**src/rtl/serial_slice_adder.sv**
```systemverilog
// Slice-serial add/subtract unit: processes one SLICE-bit slice per clock, LSB first,
// with valid/ready handshakes on the operand and result sides.

module serial_slice_adder_chk #(
  parameter int WIDTH = 32
) (
  input  logic             CLK,
  input  logic             RST,
  input  logic             IN_VALID,
  input  logic             IN_READY,
  input  logic             OUT_VALID,
  input  logic [WIDTH-1:0] A,
  input  logic [WIDTH-1:0] B,
  input  logic             C_IN,
  input  logic             SUB,
  input  logic [WIDTH-1:0] Y,
  input  logic             C_OUT,
  input  logic             V_OUT,
  input  logic             Z_OUT
);
  logic [WIDTH-1:0] cap_a_r;
  logic [WIDTH-1:0] cap_b_r;
  logic             cap_c_r;
  logic [WIDTH:0]   exp_s;

  assign exp_s = {1'b0, cap_a_r} + {1'b0, cap_b_r} + {{WIDTH{1'b0}}, cap_c_r};

  // Capture accepted operands and check the presented result against them
  always_ff @(posedge CLK or posedge RST) begin
    if (RST) begin
      cap_a_r <= '0;
      cap_b_r <= '0;
      cap_c_r <= 1'b0;
    end else begin
      if (IN_VALID && IN_READY) begin
        cap_a_r <= A;
        cap_b_r <= SUB ? ~B : B;
        cap_c_r <= C_IN;
      end
      if (OUT_VALID) begin
        assert ({C_OUT, Y} == exp_s);
        assert (Z_OUT == (Y == '0));
        assert (V_OUT == ((cap_a_r[WIDTH-1] == cap_b_r[WIDTH-1]) && (Y[WIDTH-1] != cap_a_r[WIDTH-1])));
      end
      assert (!(OUT_VALID && IN_READY));
    end
  end
endmodule

module serial_slice_adder #(
  parameter int WIDTH = 32,
  parameter int SLICE = 8
) (
  input  logic             CLK,
  input  logic             RST,
  input  logic             IN_VALID,
  output logic             IN_READY,
  input  logic [WIDTH-1:0] A,
  input  logic [WIDTH-1:0] B,
  input  logic             C_IN,
  input  logic             SUB,
  output logic             OUT_VALID,
  input  logic             OUT_READY,
  output logic [WIDTH-1:0] Y,
  output logic             C_OUT,
  output logic             V_OUT,
  output logic             Z_OUT
);
  localparam int NSLICE = WIDTH / SLICE;
  localparam int CNT_W  = (NSLICE > 1) ? $clog2(NSLICE) : 1;
  localparam logic [CNT_W-1:0] LAST_SLICE = CNT_W'(NSLICE - 1);

  typedef enum logic [1:0] {
    IDLE = 2'd0,
    RUN  = 2'd1,
    DONE = 2'd2
  } state_t;

  state_t           state_r;
  logic [CNT_W-1:0] cnt_r;
  logic             carry_r;
  logic [WIDTH-1:0] a_r;
  logic [WIDTH-1:0] beff_r;
  logic [WIDTH-1:0] y_r;
  logic             c_out_r;
  logic             v_out_r;
  logic             z_out_r;
  logic             in_ready_r;
  logic             out_valid_r;
  logic [SLICE:0]   slice_sum_s;
  logic [WIDTH-1:0] y_next_s;

  function automatic logic [SLICE:0] slice_add(input logic [SLICE-1:0] a,
                                               input logic [SLICE-1:0] b,
                                               input logic             cin);
    slice_add = {1'b0, a} + {1'b0, b} + {{SLICE{1'b0}}, cin};
  endfunction

  // Current slice sum and the result word with that slice merged in
  always_comb begin
    slice_sum_s = slice_add(a_r[cnt_r*SLICE +: SLICE], beff_r[cnt_r*SLICE +: SLICE], carry_r);
    y_next_s    = y_r;
    y_next_s[cnt_r*SLICE +: SLICE] = slice_sum_s[SLICE-1:0];
  end

  // Handshake FSM, slice sequencing and registered result/flags
  always_ff @(posedge CLK or posedge RST) begin
    if (RST) begin
      state_r     <= IDLE;
      cnt_r       <= '0;
      carry_r     <= 1'b0;
      a_r         <= '0;
      beff_r      <= '0;
      y_r         <= '0;
      c_out_r     <= 1'b0;
      v_out_r     <= 1'b0;
      z_out_r     <= 1'b0;
      in_ready_r  <= 1'b1;
      out_valid_r <= 1'b0;
    end else begin
      case (state_r)
        IDLE: begin
          if (IN_VALID && in_ready_r) begin
            a_r        <= A;
            beff_r     <= SUB ? ~B : B;
            carry_r    <= C_IN;
            cnt_r      <= '0;
            y_r        <= '0;
            in_ready_r <= 1'b0;
            state_r    <= RUN;
          end
        end
        RUN: begin
          y_r     <= y_next_s;
          carry_r <= slice_sum_s[SLICE];
          cnt_r   <= cnt_r + CNT_W'(1);
          // Flags come from the merged word so they are valid the same edge OUT_VALID rises
          if (cnt_r == LAST_SLICE) begin
            c_out_r     <= slice_sum_s[SLICE];
            v_out_r     <= (a_r[WIDTH-1] == beff_r[WIDTH-1]) && (y_next_s[WIDTH-1] != a_r[WIDTH-1]);
            z_out_r     <= (y_next_s == '0);
            out_valid_r <= 1'b1;
            state_r     <= DONE;
          end
        end
        DONE: begin
          if (OUT_READY) begin
            out_valid_r <= 1'b0;
            in_ready_r  <= 1'b1;
            state_r     <= IDLE;
          end
        end
        default: begin
          out_valid_r <= 1'b0;
          in_ready_r  <= 1'b1;
          state_r     <= IDLE;
        end
      endcase
    end
  end

  // Handshake outputs are forced low for as long as reset is held
  assign IN_READY  = in_ready_r & ~RST;
  assign OUT_VALID = out_valid_r & ~RST;
  assign Y         = y_r;
  assign C_OUT     = c_out_r;
  assign V_OUT     = v_out_r;
  assign Z_OUT     = z_out_r;

  serial_slice_adder_chk #(.WIDTH(WIDTH)) u_chk (
    .CLK       (CLK),
    .RST       (RST),
    .IN_VALID  (IN_VALID),
    .IN_READY  (IN_READY),
    .OUT_VALID (OUT_VALID),
    .A         (A),
    .B         (B),
    .C_IN      (C_IN),
    .SUB       (SUB),
    .Y         (Y),
    .C_OUT     (C_OUT),
    .V_OUT     (V_OUT),
    .Z_OUT     (Z_OUT)
  );
endmodule

```
**config.mk**
```make
export PLATFORM = sky130hd
export DESIGN_NAME = serial_slice_adder
export DESIGN_NICKNAME = d
export VERILOG_FILES = /design/src/rtl/serial_slice_adder.sv
export SDC_FILE = /design/constraint.sdc
export NUM_CORES = 1
export LEC_CHECK = 0
export BUFFER_PORTS_ARGS = -buffer_cell sky130_fd_sc_hd__buf_2
export CAP_MARGIN = 20
export CORE_ASPECT_RATIO = 0.8
export CORE_MARGIN = 4
export CORE_UTILIZATION = 62
export CTS_BUF_LIST = sky130_fd_sc_hd__clkbuf_2 sky130_fd_sc_hd__clkbuf_4 sky130_fd_sc_hd__clkbuf_8
export CTS_CLUSTER_DIAMETER = 60
export DETAILED_ROUTE_END_ITERATION = 8
export GPL_TIMING_DRIVEN = 0
export HOLD_SLACK_MARGIN = 0.05
export PLACE_DENSITY = 0.89
export SYNTH_ARGS = -nofsm -noshare
export SYNTH_HDL_FRONTEND = slang
export SYNTH_SLANG_ARGS = --single-unit
```
**constraint.sdc**
```tcl
create_clock -name CLK -period 5.9 [get_ports CLK]
set_input_delay 0.295 -clock CLK [delete_from_list [all_inputs] [get_ports CLK]]
set_output_delay 0.295 -clock CLK [all_outputs]
set_load 0.02 [all_outputs]
```
==> out/qor.csv <==
metric,value,unit
status,"complete, no violations",
CTS H-tree depth,3,
Startpoint Class,flip-flop,
R2R cell count,12,
CTS buffer count,9,
area occupied by multi-input gates,0.002515,mm2
die height,90.89,um
switching part of the total power,47.13,%
global-route wire length before repair,22.40,mm
Pleak,0.002904,uW
vias in the first global route,4447,
worst rel slew slack,43.70,%
"EDFF count, synth",0,
predominant post-synthesis flop cell,dfrtp_1,
Worst-Margin Slew,0.8417,ns
Ports,107,
net switching power,1919,uW
Starting Density,65.52,%
PD cells,657.2,mW/mm2
maximum clock frequency,0.2704,GHz
worst reg2reg path startpoint,cnt_r[1],
r2r setup slk,2.20,ns
period utilization,62.67,%
Root Buffer,clkbuf_8,
Vias,4258,
overall routing resource usage,27.79,%
Int Pwr,2153,uW
Synth Register Bits,106,
clock sinks,106,
VDD IR max,0.4851,mV
Crit. End Element,flip-flop,
Worst-path clk slew,0.10,ns
layout cells sized above 1,32.99,%
Post-synth ARST share,100.0,%
post-layout util,76.22,%
Pre-antenna DRT Iters,7,
Cells after Synth,466,
DR WL/cell,19.75,um
Hold Path Sink,state_r[1],
top-count cell post-synth,dfrtp_1,
GPL Wtd Cong,0.9256,
Syn-to-layout area delta,16.33,%
most frequent cells after synthesis,"dfrtp_1, a21oi_1, nor2_1",
max_cap viols,0,
vias per cell,6.118,
syn avg cell area,11.43,um2
final setup violation count,0,
clock power share,10.0,%
Comb power frac,59.8,%
worst hold start,OUT_READY,
Rows,29,
Ys Warns,0,
Die Wd,111.6,um
core area,0.008128,mm2
FF/Latch Area,0.002654,mm2
syn nets,551,
largest net degree at the start of global routing,60,
Min-Delay Path Class,in2reg,
1st-iter DRT viols,353,
Mapped Area,0.005325,mm2
HPWL Detailed,10.18,mm
Crit Path Max Fanout,10,
Post-Route Skew,0.008415,ns
grt total ovfl,0,
post-CTS setup buffers,0,
largest cells by area after synthesis,"dfrtp_1, mux2_2, mux4_2, xnor2_1, a21oi_1",
synth unique cells,51,
Yosys top cell by area,dfrtp_1,
FF-to-FF End,Z_OUT,
maximum clock insertion buffer count,2,
WHS Path Cells,2,
Worst Path Required,6.16,ns
RSZ-0062 raised after global routing,false,
Cells after DPL,680,
Fin. Hold Viols,0,
final WL,13.75,mm
fin nets,669,
register area share after synthesis,49.84,%
Final Critical Period,3.698,ns
Port Buffers,105,
initial antenna violation count,0,
Die Footprint,0.01014,mm2
power share of the sequential group,30.2,%
CP Data Arrival Time,3.95,ns
ant diodes,0,
Filler cells,553,
clk_lat worst skew,0.37,ns
Post-route DRC,0,
DRT antenna net count,0,
Yosys top cell area share,49.34,%
TNS Setup,0,ns
CTS tree,built,
Final Non-Filler Cells,696,
Final Max Tran Viols,0,
critical path type,reg2reg,
==> worst max-delay path: stages, from the launching register on <==
cell and delay [ns]:
dfrtp_1 0.40, clkbuf_1 0.50, buf_2 0.40, mux4_2 0.37, fa_1 0.42, inv_1 0.08
fa_1 0.19, nand2b_1 0.16, a21oi_2 0.09, xnor2_1 0.55, o31ai_1 0.15, o22ai_1 0.18
o31ai_2 0.09
==> area by class of cell <==
type | instances | share of cell area [%]
timing repair buffer | 107 | 9.089
tap | 108 | 2.181
clock inverter | 2 | 0.2424
clock buffer | 13 | 2.484
sequential | 106 | 42.84
multi-input combinational | 323 | 40.60
inverter | 13 | 0.8281
buffer | 24 | 1.737
==> per-layer routing <==
metal  routed length [um]  up-vias  part of all wire [%]  global-route usage, %
li1                     -     1920                     -                      -
met1                 5569     2094                    41                  36.83
met2                 6738      214                    49                  45.88
met3                 1147       30                   8.3                  6.564
met4                  294        0                   2.1                  8.511
met5                    0        -                     0                      0
==> power groups by stage <==
stage	combinational [uW]	sequential [uW]	clock, uW
3_3_place_gp	2310	1200	0
5_1_grt	2630	1260	439
3_5_place_dp	2380	1240	0
4_1_cts	2400	1220	407
6_report	2430	1230	408
2_1_floorplan	1640	1240	0
==> flip-flops by register name (all words and copies together), names as in the netlist <==
| name | flops |
|---|---|
| V_OUT | 1 |
| Z_OUT | 1 |
| carry_r | 1 |
| beff_r | 32 |
| in_ready_r | 1 |
| cnt_r | 2 |
| state_r | 2 |
| out_valid_r | 1 |
| C_OUT | 1 |
| Y | 32 |
| a_r | 32 |
==> per-stage QoR <==
stage | power (uW) | instance area, um2 | hold slack [ns] | setup slack (ns)
after global placement | 3513 | 5986 | 0.4785 | 1.804
after floorplan | 2882 | 5325 | 0.3813 | 2.814
after detailed placement | 3621 | 6016 | 0.4341 | 2.183
final | 4071 | 6195 | 0.1402 | 2.202
after CTS | 4028 | 6195 | 0.1229 | 2.163
after global routing | 4332 | 6195 | 0.1300 | 1.915
==> worst max path at each step <==
stage | slack (ns) | from | cells after the start | end
finish | 2.20 | cnt_r[1] | 12 | Z_OUT
global route | 1.91 | cnt_r[1] | 12 | Z_OUT
CTS | 2.16 | cnt_r[1] | 12 | Z_OUT
detailed placement | 2.18 | cnt_r[1] | 12 | Z_OUT
global placement | 1.80 | RST | 2 | beff_r[19]
floorplan | 2.81 | cnt_r[0] | 12 | Z_OUT
==> layout by cell type, fill, tap and decap left out, types with 3 or more instances in the layout <==
| master | netlist | final |
|---|---|---|
| buf_2 | 14 | 119 |
| dfrtp_1 | 105 | 105 |
| a21oi_1 | 49 | 49 |
| nor2_1 | 46 | 46 |
| xnor2_1 | 35 | 35 |
| mux2_2 | 33 | 33 |
| nand2_1 | 28 | 28 |
| a22o_1 | 22 | 22 |
| mux4_2 | 16 | 16 |
| o21ai_0 | 13 | 13 |
| ha_1 | 13 | 13 |
| inv_1 | 13 | 12 |
| clkbuf_1 | 10 | 10 |
| clkbuf_8 | 0 | 9 |
| nor3_1 | 6 | 6 |
| nor2b_1 | 4 | 4 |
| o22ai_1 | 4 | 4 |
| nor4_1 | 4 | 4 |
| clkbuf_4 | 0 | 4 |
| and2_1 | 3 | 3 |
| nand2b_1 | 3 | 3 |
| or3_1 | 3 | 3 |
| o31ai_1 | 3 | 3 |
==> cell families (layout without fill, tap and decap cells) <==
kind of cell,Yosys count,after routing,synth area share (%)
adders and majority gates,15,15,3.806
muxes,49,49,13.75
and+or+nand+nor,110,110,9.775
DFF,106,106,49.84
xor gates and xnor gates,36,36,5.921
buffers and inverters,37,159,2.937
AOI/OAI and AO/OA,113,113,13.98
==> timing repair <==
item,in CTS,in global routing
hold buffers,1,0
hold endpoints to repair,33,0
resized for setup,0,0
No activity file was read; power rests on OpenSTA's default activity.
